==> src/rtl/dec_pkg.sv <==
// Shared types and constants for the fault-injectable decoder with built-in self-test.
package dec_pkg;

    typedef enum logic [1:0] {
        IDLE  = 2'd0,
        RUN   = 2'd1,
        CHECK = 2'd2,
        DONE  = 2'd3
    } state_t;

    localparam logic SA0 = 1'b0;
    localparam logic SA1 = 1'b1;

endpackage

==> src/rtl/dec_nx2n.sv <==
// Combinational N-to-2**N one-hot decoder.
module dec_nx2n #(
    parameter int N = 4
) (
    input  logic [N-1:0]      sel,
    output logic [(1<<N)-1:0] y
);

    // One-hot expansion of the select code
    always_comb begin
        y      = '0;
        y[sel] = 1'b1;
    end

endmodule

==> src/rtl/dec_bist_fault.sv <==
// Registered N-to-2**N decoder with a per-bit stuck-at fault table and a
// self-test sequencer that sweeps every code through the faulty path.
module dec_bist_fault
    import dec_pkg::*;
#(
    parameter int N = 4
) (
    input  logic                clk,
    input  logic                rst,
    input  logic                en,
    input  logic [N-1:0]        A,
    output logic [(1<<N)-1:0]   D,
    input  logic                flt_we,
    input  logic [N-1:0]        flt_idx,
    input  logic                flt_set,
    input  logic                flt_val,
    input  logic                flt_clr_all,
    input  logic                bist_start,
    output logic                bist_busy,
    output logic                bist_done,
    output logic                bist_pass,
    output logic [N-1:0]        bist_fail_idx,
    output logic [N:0]          bist_fail_cnt
);

    localparam int W = 1 << N;
    localparam logic [N-1:0] ONE_N  = {{(N-1){1'b0}}, 1'b1};
    localparam logic [N:0]   ONE_N1 = {{N{1'b0}}, 1'b1};

    function automatic logic [W-1:0] onehot_f(input logic [N-1:0] c);
        logic [W-1:0] base_v;
        base_v   = {{(W-1){1'b0}}, 1'b1};
        onehot_f = base_v << c;
    endfunction

    state_t         state_r;
    logic [N-1:0]   cnt_r;
    logic [W-1:0]   mask_r;
    logic [W-1:0]   val_r;
    logic [W-1:0]   d_r;
    logic           busy_r;
    logic           done_r;
    logic           pass_r;
    logic [N-1:0]   fidx_r;
    logic [N:0]     fcnt_r;

    logic [N-1:0]   code_s;
    logic [W-1:0]   raw_s;
    logic [W-1:0]   faulty_s;
    logic [N-1:0]   prev_s;
    logic           cmp_en_s;
    logic [N:0]     fcnt_next_s;
    logic [N-1:0]   fidx_next_s;

    dec_nx2n #(.N(N)) u_dec (
        .sel (code_s),
        .y   (raw_s)
    );

    // Code source select, fault overlay and self-test comparison
    always_comb begin
        if (state_r == RUN) begin
            code_s = cnt_r;
        end else begin
            code_s = A;
        end
        faulty_s = (raw_s & ~mask_r) | (val_r & mask_r);
        // D always lags the driven code by one edge; cnt wraps so prev of 0 is the last code
        prev_s   = cnt_r - ONE_N;
        cmp_en_s = ((state_r == RUN) && (cnt_r != '0)) || (state_r == CHECK);
        if (cmp_en_s && (d_r != onehot_f(prev_s))) begin
            fcnt_next_s = fcnt_r + ONE_N1;
            if (fcnt_r == '0) begin
                fidx_next_s = prev_s;
            end else begin
                fidx_next_s = fidx_r;
            end
        end else begin
            fcnt_next_s = fcnt_r;
            fidx_next_s = fidx_r;
        end
    end

    // Fault table; frozen while the self-test is running
    always_ff @(posedge clk) begin
        if (rst) begin
            mask_r <= '0;
            val_r  <= '0;
        end else if (!busy_r) begin
            if (flt_clr_all) begin
                mask_r <= '0;
                val_r  <= '0;
            end else if (flt_we) begin
                mask_r[flt_idx] <= flt_set;
                val_r[flt_idx]  <= flt_val;
            end else begin
                mask_r <= mask_r;
                val_r  <= val_r;
            end
        end else begin
            mask_r <= mask_r;
            val_r  <= val_r;
        end
    end

    // Self-test sequencer, functional decode register and result outputs
    always_ff @(posedge clk) begin
        if (rst) begin
            state_r <= IDLE;
            cnt_r   <= '0;
            d_r     <= '0;
            busy_r  <= 1'b0;
            done_r  <= 1'b0;
            pass_r  <= 1'b0;
            fidx_r  <= '0;
            fcnt_r  <= '0;
        end else begin
            case (state_r)
                IDLE: begin
                    done_r <= 1'b0;
                    if (en) begin
                        d_r <= faulty_s;
                    end
                    if (bist_start) begin
                        state_r <= RUN;
                        cnt_r   <= '0;
                        busy_r  <= 1'b1;
                        pass_r  <= 1'b0;
                        fidx_r  <= '0;
                        fcnt_r  <= '0;
                    end
                end
                RUN: begin
                    d_r    <= faulty_s;
                    cnt_r  <= cnt_r + ONE_N;
                    fcnt_r <= fcnt_next_s;
                    fidx_r <= fidx_next_s;
                    if (cnt_r == {N{1'b1}}) begin
                        state_r <= CHECK;
                    end
                end
                CHECK: begin
                    fcnt_r  <= fcnt_next_s;
                    fidx_r  <= fidx_next_s;
                    pass_r  <= (fcnt_next_s == '0);
                    busy_r  <= 1'b0;
                    done_r  <= 1'b1;
                    state_r <= DONE;
                end
                DONE: begin
                    done_r  <= 1'b0;
                    state_r <= IDLE;
                    if (en) begin
                        d_r <= faulty_s;
                    end
                end
                default: begin
                    state_r <= IDLE;
                    cnt_r   <= '0;
                    busy_r  <= 1'b0;
                    done_r  <= 1'b0;
                end
            endcase
        end
    end

    assign D             = d_r;
    assign bist_busy     = busy_r;
    assign bist_done     = done_r;
    assign bist_pass     = pass_r;
    assign bist_fail_idx = fidx_r;
    assign bist_fail_cnt = fcnt_r;

endmodule

==> config.mk <==
export PLATFORM = sky130hd
export DESIGN_NAME = dec_bist_fault
export DESIGN_NICKNAME = d
export VERILOG_FILES = /design/src/rtl/dec_pkg.sv /design/src/rtl/dec_nx2n.sv /design/src/rtl/dec_bist_fault.sv
export SDC_FILE = /design/constraint.sdc
export NUM_CORES = 1
export LEC_CHECK = 0
export CAP_MARGIN = 25
export CORE_ASPECT_RATIO = 1.1
export CORE_UTILIZATION = 60
export CTS_BUF_LIST = sky130_fd_sc_hd__clkbuf_16
export DETAILED_ROUTE_END_ITERATION = 10
export HOLD_SLACK_MARGIN = 0.1
export MAX_ROUTING_LAYER = met4
export PLACE_DENSITY = 0.84
export SYNTH_ARGS = -nofsm -noshare
export SYNTH_HDL_FRONTEND = slang
export SYNTH_SLANG_ARGS = --single-unit
export TNS_END_PERCENT = 30
==> constraint.sdc <==
create_clock -name clk -period 5 [get_ports clk]
set_input_delay 1.25 -clock clk [delete_from_list [all_inputs] [get_ports clk]]
set_output_delay 1.25 -clock clk [all_outputs]
set_load 0.02 [all_outputs]
==> reports/results.md <==
| Metric | This run | Unit |
| --- | --- | --- |
| Post-detailed-route wirelength per cell | 16.9 | µm |
| Post-synthesis sequential element count | 66 | - |
| Min setup slack post-route | 1.40 | ns |
| Post-route ant nets | 0 | - |
| Setup repair after global routing missed its margin | no | - |
| Leakage | 1.54 | nW |
| Power Density | 544 | nW/µm² |
| Most frequent cells in the layout | nor2_1, dfxtp_1, o21ai_0 | - |
| Post-CTS Setup Bufs | 0 | - |
| Number of buffers created by CTS | 9 | - |
| Layout Utilization | 0.754 | - |
| Worst Skew | 0.00564 | ns |
| Root Driver | clkbuf_16 | - |
| Mean Syn Cell Area | 7.85 | µm² |
| Origin of the worst min-delay path | bist_fail_idx[3] | - |
| Most common cell after layout, fill and taps aside | nor2_1 | - |
| Max-cap violations | 0 | - |
| Worst Hold Endpoint | bist_fail_idx[3] | - |
| Level count of the clock H-tree | 3 | - |
| Die outline width | 77.0 | µm |
| Total routed wirelength | 9810 | µm |
| Antenna violations before repair | 0 | - |
| Global-route congestion overflow total | 0 | - |
| Number of instances in the synthesized netlist | 473 | - |
| Chip Height | 84.5 | µm |
| Number of instances resized during post-cts repair | 0 | - |
| Clock tree from TritonCTS | yes | - |
| Worst-case register-to-register setup slack | 1.40 | ns |
| Ratio of final minimum period to clock period | 0.720 | - |
| Required time of the worst setup path | 5.25 | ns |
| Final Setup Violations | 0 | - |
| Number of buffers on the longest clock path | 2 | - |
| Standard cell core area | 5880 | µm² |
| Layout Nets | 525 | - |
| Average via count per standard cell | 6.39 | - |
| Count of flip-flops with a built-in enable after synthesis | 0 | - |
| Global-route wire length before repair | 16200 | µm |
| Endpoint of the worst-slack reg-to-reg timing path | bist_fail_cnt[1] | - |
| Slew of the pin with the lowest slew margin | 0.754 | ns |
| Worst slack, placed | 1.48 | ns |
| Post-synthesis to final-layout area growth | 19.2 | % |
| Number of DRC violations after detailed-routing iteration 0 | 373 | - |
| RePlAce Congestion | 0.888 | - |
| Starting density of the core | 0.632 | - |
| Worst Setup End Kind | flop | - |
| Worst-path maximum fanout | 11 | - |
| HPWL after detailed placement | 6670 | µm |
| Initial DRT Pass Iterations | 5 | - |
| CTS Hold Bufs | 0 | - |
| Crit start category | flop | - |
| Vias in the first global route | 3306 | - |
| Ratio of cells with drive above 1 in the final layout | 0.0717 | - |
| Worst reg2reg startpoint | cnt_r[0] | - |
| Full die area | 6510 | µm² |
| DRC Markers | 0 | - |
| Min-Delay Path Depth | 1 | - |
| Run status | finished, final reports clean | - |
| Final critical path time including I/O delays and setup | 3.60 | ns |
| Pins Over Slew Limit | 0 | - |
| Clock Sink Count | 66 | - |
| Async set-reset flop share out of synthesis | 0 | - |
| Total count of hold-check failures in the final report | 0 | - |
| YS warnings | 0 | - |
| Share of the yosys chip area belonging to registers | 0.356 | - |
| FF-to-FF path depth | 10 | - |
| Number of diodes | 0 | - |
| Maximum number of pins on one net before global-route repair | 63 | - |
| Count of cell types in the netlist | 58 | - |
| PortBufs | 43 | - |
| Worst-case vdd ir drop | 0.362 | mV |
| Arrival time of data at the critical path endpoint | 3.85 | ns |
| Top_reg_cell synth | dfxtp_1 | - |
| Clock slew seen by the registers of the worst setup and hold paths | 0.05 | ns |
| Total I/O pin count | 44 | - |
| Upper clock frequency limit | 278 | MHz |
| Final sum of negative setup slack | 0 | ns |
| Normalized max-slew margin | 0.495 | - |
| Number of standard-cell rows in the floorplan | 29 | - |
| Via count | 3702 | - |
| Clock latency reported for the late side of the worst-skew pair | 0.33 | ns |
| Gr usage total | 0.321 | - |
| Worst min-delay path category | flop to flop | - |
| Netlist area before placement | 3710 | µm² |
| Category of the critical setup timing path | flop to flop | - |
| Nets in the synthesized netlist | 501 | - |
[stage by stage]
| stage | area [µm²] | hold WS (ns) | total power, W | cells |
|---|---|---|---|---|
| finish | 4430 | 0.473 | 0.00241 | 579 |
| global route | 4430 | 0.501 | 0.00254 | 579 |
| CTS | 4430 | 0.477 | 0.00240 | 579 |
| detailed placement | 4110 | 0.457 | 0.00172 | 563 |
| global placement | 4110 | 0.448 | 0.00170 | 563 |
| floorplan | 3710 | 0.465 | 0.00142 | 473 |
[synthesized netlist by cell type, types with 4 or more instances]
master,number,area [µm²]
nor2_1,95,357
nor2b_1,5,31.3
o31ai_1,4,30.0
a21o_1,4,30.0
inv_1,11,41.3
nor3_1,12,60.1
a21oi_1,10,50.1
a31oi_1,9,56.3
or2_2,4,25.0
o21ai_0,44,220
clkbuf_1,24,90.1
o311ai_0,16,140
nand2_1,39,146
nand3_1,7,35.0
a22oi_1,36,270
ha_1,12,150
nand2b_1,5,31.3
dfxtp_1,66,1320
[critical path, stage by stage (launching register included)]
cell and delay, ns:
dfxtp_1 0.60, inv_1 0.26, ha_1 0.33, xor2_1 0.58, mux2_2 0.41, a211o_1 0.33, a32oi_4 0.22, nand4_4 0.18
nand2_4 0.16, mux2_2 0.34, a21oi_1 0.13
[per-layer routing]
layer / up-vias / track usage / wire (µm)
li1: 1778 / - / -
met1: 1724 / 0.406 / 4320
met2: 173 / 0.506 / 4650
met3: 27 / 0.0489 / 587
met4: 0 / 0.142 / 259
met5: - / - / 0
[cell families (layout without fill, tap and decap cells)]
kind of cell,count (synthesis),in the layout,share of synthesized area
AOI/OAI and AO/OA,147,147,0.276
xor gates and xnor gates,5,5,0.0138
adders and majority gates,12,12,0.0404
buffers and inverters,42,71,0.0472
DFF,66,66,0.356
muxes,6,6,0.0172
and+or+nand+nor,195,195,0.250
[power breakdown]
part | internal, W | total, W | switching (W)
clock | 0.000435 | 0.000675 | 0.000240
combinational | 0.000402 | 0.00102 | 0.000621
sequential | 0.000607 | 0.000711 | 0.000103
[layout make-up]
type / instances / area, µm²
clock buffer: 9 / 225
timing repair buffer: 44 / 433
inverter: 11 / 41.3
tap: 77 / 96.3
clock inverter: 7 / 93.8
fill: 459 / 1450
sequential: 66 / 1320
multi-input combinational: 365 / 2220
[flip-flops by register name, indices dropped and copies added, names as in the netlist]
| name | flops |
|---|---|
| mask_r | 16 |
| D | 16 |
| bist_busy | 1 |
| cnt_r | 4 |
| state_r | 2 |
| bist_pass | 1 |
| val_r | 16 |
| bist_fail_idx | 4 |
| bist_done | 1 |
| bist_fail_cnt | 5 |
[worst max path at each step]
stage / cells past startpoint / slack, ns / endpoint / from
2_1_floorplan: 11 / 2.01 / bist_fail_cnt[1] / cnt_r[1]
3_3_place_gp: 10 / 1.49 / bist_fail_cnt[1] / cnt_r[0]
3_5_place_dp: 10 / 1.48 / bist_fail_cnt[1] / cnt_r[0]
4_1_cts: 10 / 1.44 / bist_fail_cnt[1] / cnt_r[0]
5_1_grt: 10 / 1.20 / bist_fail_cnt[1] / cnt_r[0]
6_report: 10 / 1.40 / bist_fail_cnt[1] / cnt_r[0]
Note: power is estimated with default switching activity, not from simulation.
